File: config.mk
export PLATFORM = sky130hd
export DESIGN_NAME = seq_gen
export DESIGN_NICKNAME = d
export VERILOG_FILES = /design/src/rtl/seq_gen.sv
export SDC_FILE = /design/constraint.sdc
export NUM_CORES = 1
export LEC_CHECK = 0
export ABC_AREA = 1
export ABC_CLOCK_PERIOD_IN_PS = 2050
export CAP_MARGIN = 30
export CORE_MARGIN = 5
export CORE_UTILIZATION = 56
export DETAILED_ROUTE_END_ITERATION = 6
export HOLD_SLACK_MARGIN = 0.05
export PLACE_DENSITY = 0.85
export SLEW_MARGIN = 20
export SYNTH_ARGS = -nofsm -noshare
export SYNTH_HDL_FRONTEND = slang
export SYNTH_SLANG_ARGS = --single-unit
File: constraint.sdc
create_clock -name clk -period 2.05 [get_ports clk]
set_clock_uncertainty 0.1 [all_clocks]
set_input_delay 0.5125 -clock clk [delete_from_list [all_inputs] [get_ports clk]]
set_output_delay 0.5125 -clock clk [all_outputs]
set_load 0.005 [all_outputs]
File: src/rtl/seq_gen.sv
// seq_gen: serial pattern generator, shifts a latched pattern out MSB-first
// with programmable repeat count and idle gap between repetitions.
module seq_gen #(
    parameter int   PAT_W    = 4,
    parameter int   CNT_W    = 8,
    parameter logic IDLE_BIT = 1'b1
) (
    input  logic             clk,
    input  logic             reset,
    input  logic             start,
    input  logic [PAT_W-1:0] pattern,
    input  logic [CNT_W-1:0] repeat_cnt,
    input  logic [CNT_W-1:0] gap,
    output logic             x,
    output logic             valid,
    output logic             busy,
    output logic             done
);
    localparam int BW = $clog2(PAT_W);

    typedef enum logic [1:0] {IDLE, SEND, GAP, DONE} state_t;

    state_t           state, state_n;
    logic [PAT_W-1:0] sr, sr_n, pat_q, pat_n;
    logic [BW-1:0]    bit_cnt, bit_n;
    logic [CNT_W-1:0] rep_left, rep_n, gap_q, gap_q_n, gap_left, gap_left_n;
    logic             x_n, valid_n, busy_n, done_n;

    always_ff @(posedge clk or negedge reset) begin
        if (!reset) begin
            state    <= IDLE;
            sr       <= '0;
            pat_q    <= '0;
            bit_cnt  <= '0;
            rep_left <= '0;
            gap_q    <= '0;
            gap_left <= '0;
            x        <= IDLE_BIT;
            valid    <= 1'b0;
            busy     <= 1'b0;
            done     <= 1'b0;
        end else begin
            state    <= state_n;
            sr       <= sr_n;
            pat_q    <= pat_n;
            bit_cnt  <= bit_n;
            rep_left <= rep_n;
            gap_q    <= gap_q_n;
            gap_left <= gap_left_n;
            x        <= x_n;
            valid    <= valid_n;
            busy     <= busy_n;
            done     <= done_n;
        end
    end

    // Outputs are computed one cycle ahead so that x/valid/busy/done stay registered.
    always_comb begin
        state_n    = state;
        sr_n       = sr;
        pat_n      = pat_q;
        bit_n      = bit_cnt;
        rep_n      = rep_left;
        gap_q_n    = gap_q;
        gap_left_n = gap_left;
        x_n        = x;
        valid_n    = valid;
        busy_n     = busy;
        done_n     = 1'b0;
        case (state)
            IDLE: begin
                if (start) begin
                    state_n = SEND;
                    pat_n   = pattern;
                    sr_n    = pattern;
                    rep_n   = (repeat_cnt == '0) ? CNT_W'(1) : repeat_cnt;
                    gap_q_n = gap;
                    bit_n   = '0;
                    x_n     = pattern[PAT_W-1];
                    valid_n = 1'b1;
                    busy_n  = 1'b1;
                end
            end
            SEND: begin
                if (bit_cnt != BW'(PAT_W - 1)) begin
                    sr_n  = sr << 1;
                    x_n   = sr[PAT_W-2];
                    bit_n = bit_cnt + 1'b1;
                end else if (rep_left > CNT_W'(1)) begin
                    rep_n = rep_left - 1'b1;
                    if (gap_q != '0) begin
                        state_n    = GAP;
                        gap_left_n = gap_q;
                        x_n        = IDLE_BIT;
                        valid_n    = 1'b0;
                    end else begin
                        sr_n  = pat_q;
                        x_n   = pat_q[PAT_W-1];
                        bit_n = '0;
                    end
                end else begin
                    state_n = DONE;
                    x_n     = IDLE_BIT;
                    valid_n = 1'b0;
                    busy_n  = 1'b0;
                    done_n  = 1'b1;
                end
            end
            GAP: begin
                if (gap_left == CNT_W'(1)) begin
                    state_n = SEND;
                    sr_n    = pat_q;
                    x_n     = pat_q[PAT_W-1];
                    valid_n = 1'b1;
                    bit_n   = '0;
                end else begin
                    gap_left_n = gap_left - 1'b1;
                end
            end
            default: state_n = IDLE;
        endcase
    end
endmodule

==> flow_summary.ini <==
[grt]
grt_util_all_layers_pct = 20.2
antenna_found_initial = 0
grt_start_max_net_pins = 21
grt_pass1_wl_microns = 8940
global_route.overflow_total = 0
grt_pass1_vias = 2086

[logic_synthesis]
ys_ff_latch = 39
average_cell_area_after_synthesis_sq_um = 7.55
synth_area_sq_mm = 0.00242
synth_flop_cell = sky130_fd_sc_hd__dfrtp_1
ys_types = 32
syn-num-nets = 354
synth_sequential_area_ratio_pct = 40.3
synth_top_cells_by_area = sky130_fd_sc_hd__dfrtp_1 39%, sky130_fd_sc_hd__nand2_1 16%, sky130_fd_sc_hd__ha_1 5.2%
gate_count_post_synth = 321
asyncSetResetFlopFracSynth_pct = 100
synth_top_cell_by_area = sky130_fd_sc_hd__dfrtp_1
synthDominantCellAreaShare_pct = 39.3
synth.cells.most_frequent = 105 x sky130_fd_sc_hd__nand2_1, 38 x sky130_fd_sc_hd__dfrtp_1, 32 x sky130_fd_sc_hd__nor2_1, 24 x sky130_fd_sc_hd__inv_1, 20 x sky130_fd_sc_hd__nand3_1
synthesis.yosys.warnings = 0
post-synth-top-count-cell = sky130_fd_sc_hd__nand2_1
synth_enable_flop_cells = 0

[die]
area_of_the_core_sq_mm = 0.00426
std_cell_rows = 24
fp.dieH_microns = 75.8
starting_density_of_the_core_pct = 56.8
io_pins = 27
die_area_sq_mm = 0.00574
die_width_microns = 75.8

[sta]
number_of_pins_exceeding_their_max_slew_limit_in_the_final_report = 0
grt_setup_unrepaired = false
timing.final.crit_share_pct = 94.2
timing.fmax_mhz = 518
timing.final.hold_violations = 0
tns_ns = 0
setup_viol = 0
timing.max_slew.rel_slack_pct = 68.1
worstMarginPinSlew_ns = 0.477
final_critical_path_setup_slack_ns = 0.120
fin_crit_ns = 1.93

[setup_path]
worstSetupEndpointType = primary output
worst_ep_required_time_ns = 1.44
worst_ep_arrival_time_ns = 1.32
startpoint_type = flop
cpLargestDelayFamily = flip-flops
critical_path_class = flop to primary output
crit_path_cell_trace = clkdlybuf4s50_1
critPathMaxFanout = 2
cp_slowest_stage_delay_ns = 0.53
critical_path_buf_inv_count = 1
crit_path_top_delay_cell = sky130_fd_sc_hd__dfstp_2
cp-startpoint = x
regToRegStartpoint = state[1]

[drt]
wire_per_inst_microns = 12.6
vias_per_cell = 5.18
drt_pass1_iterations = 4
num_vias = 2109
totalWireLength_microns = 5130
drt_iter0_drc = 184
drc_errors = 0
detail-route-antenna-nets = 0

[layout]
layout-area-overhead-vs-synth_pct = 19.3
final_layout_size_suffix_gt1_share_pct = 15.2
antenna_cells_inserted = 0
fillCellCount = 363
nets = 387

[place]
worst_setup_slack_after_placement_ns = 0.0754
detailed_place_hpwl_microns = 3930
buffer_ports.inserted = 26
gp_routability_congestion = 0.892

[clock_network]
tritoncts = yes
clk_pin_slew_worst_paths_ns = 0.08
ctsHtreeMaxLevel = 2
clock_tree.buffer_depth = 2
numCtsBuffers = 5
numClockSinks = 39
ctsRootBufferMaster = sky130_fd_sc_hd__clkbuf_8
clkLatencyLatePin_ns = 0.30

[power_and_ir_drop]
share_comb_of_total_power_pct = 4.7
power_switching_uw = 319
power.density_mw_per_mm2 = 517
power.ir.vdd_worst_uv = 355
p_sw_share_pct = 21.4
power.clock.fraction_pct = 43.8
post-layout-total-power_uw = 1490
intPower_uw = 1170
power.static_leakage_uw = 0.00143
seq_power_share_pct = 51.5

[flow_run]
drv.max_cap_violation_count = 0

[status]
run_status = completed

[hold_path]
worst_hold_path_type = primary input to async pin
## final timing paths
kind | to | slack (ns) | cells after the start
max | x | 0.12 | 1
min | valid | 0.06 | 1
max reg2reg | gap_left[2] | 0.20 | 9
min reg2reg | bit_cnt[1] | 0.38 | 2
max in group asynchronous | gap_left[0] | 1.32 | 2
min in group clk | bit_cnt[1] | 0.38 | 2
## cells by family after synthesis
group           Yosys count  synth area share [%]
simple gates            179                  33.0
buf+inv                  40                  6.56
fa+ha+maj                10                  5.17
mux                       9                  4.18
compound gates           38                  8.63
flops                    39                  40.3
xor+xnor                  6                  2.17
## per-stage QoR
step / hold slack (ns) / instance area (sq um) / util, % / instances
6_report: 0.0622 / 2890 / 67.8 / 407
5_1_grt: 0.0962 / 2890 / 67.8 / 407
4_1_cts: 0.0825 / 2880 / 67.5 / 406
3_5_place_dp: 0.366 / 2770 / 64.8 / 398
3_3_place_gp: 0.359 / 2770 / 64.8 / 398
2_1_floorplan: 0.117 / 2420 / - / 321
## cell usage in the layout, fill, tap and decap left out, drive strengths merged
cell type / netlist / layout
clkinv: 1 / 3
nand4: 2 / 2
or2: 2 / 2
nand3: 22 / 22
a21oi: 7 / 7
dfstp: 1 / 1
o211ai: 1 / 1
nand2: 111 / 111
inv: 32 / 31
xor2: 5 / 5
o21ai: 27 / 27
nor2: 40 / 40
clkinvlp: 0 / 1
o21bai: 1 / 1
mux2: 9 / 9
bufinv: 0 / 1
clkbuf: 2 / 5
ha: 10 / 10
nor3: 1 / 1
dfrtp: 38 / 38
nand3b: 1 / 1
xnor2: 1 / 1
clkdlybuf4s50: 0 / 25
a31oi: 2 / 2
buf: 5 / 8
## metal layers
metal  global-route usage [%]  share of wire, %  up-vias
met3                     4.75               4.5       11
met5                        0                 0        -
met1                     25.6                45      971
met4                     7.38               1.9        0
li1                         -                 -     1077
met2                     33.6                48       50
## power groups by stage
stage	sequential [uW]	clock [uW]	combinational, uW
floorplan	784	0	7.75
global placement	784	0	71.7
detailed placement	784	0	72.1
CTS	769	660	72.2
global route	769	702	77.9
finish	769	653	70.6
## sequential cells by signal, summed over array words and instances (netlist names)
register and count:
bit_cnt 2, gap_left 8, gap_q 8, x 1, valid 1, done 1, sr 3, pat_q 4
rep_left 8, state 2, busy 1
## area by class of cell
type | instances | area, sq um | share of cell area [%]
clock buffers | 5 | 68.8 | 2.38
clock inverters | 3 | 43.8 | 1.52
inverters | 33 | 128 | 4.42
multi-input cells | 242 | 1290 | 44.5
flip-flops and latches | 39 | 977 | 33.8
well taps | 52 | 65.1 | 2.25
repair buffers | 33 | 320 | 11.1
## timing repair
item                                    in CTS  in global routing
endpoints found under the setup margin       0                  5
setup buffers                                0                  1
resized for setup                            0                  1
hold buffers                                 0                  0
Note: power is estimated with default switching activity, not from simulation.
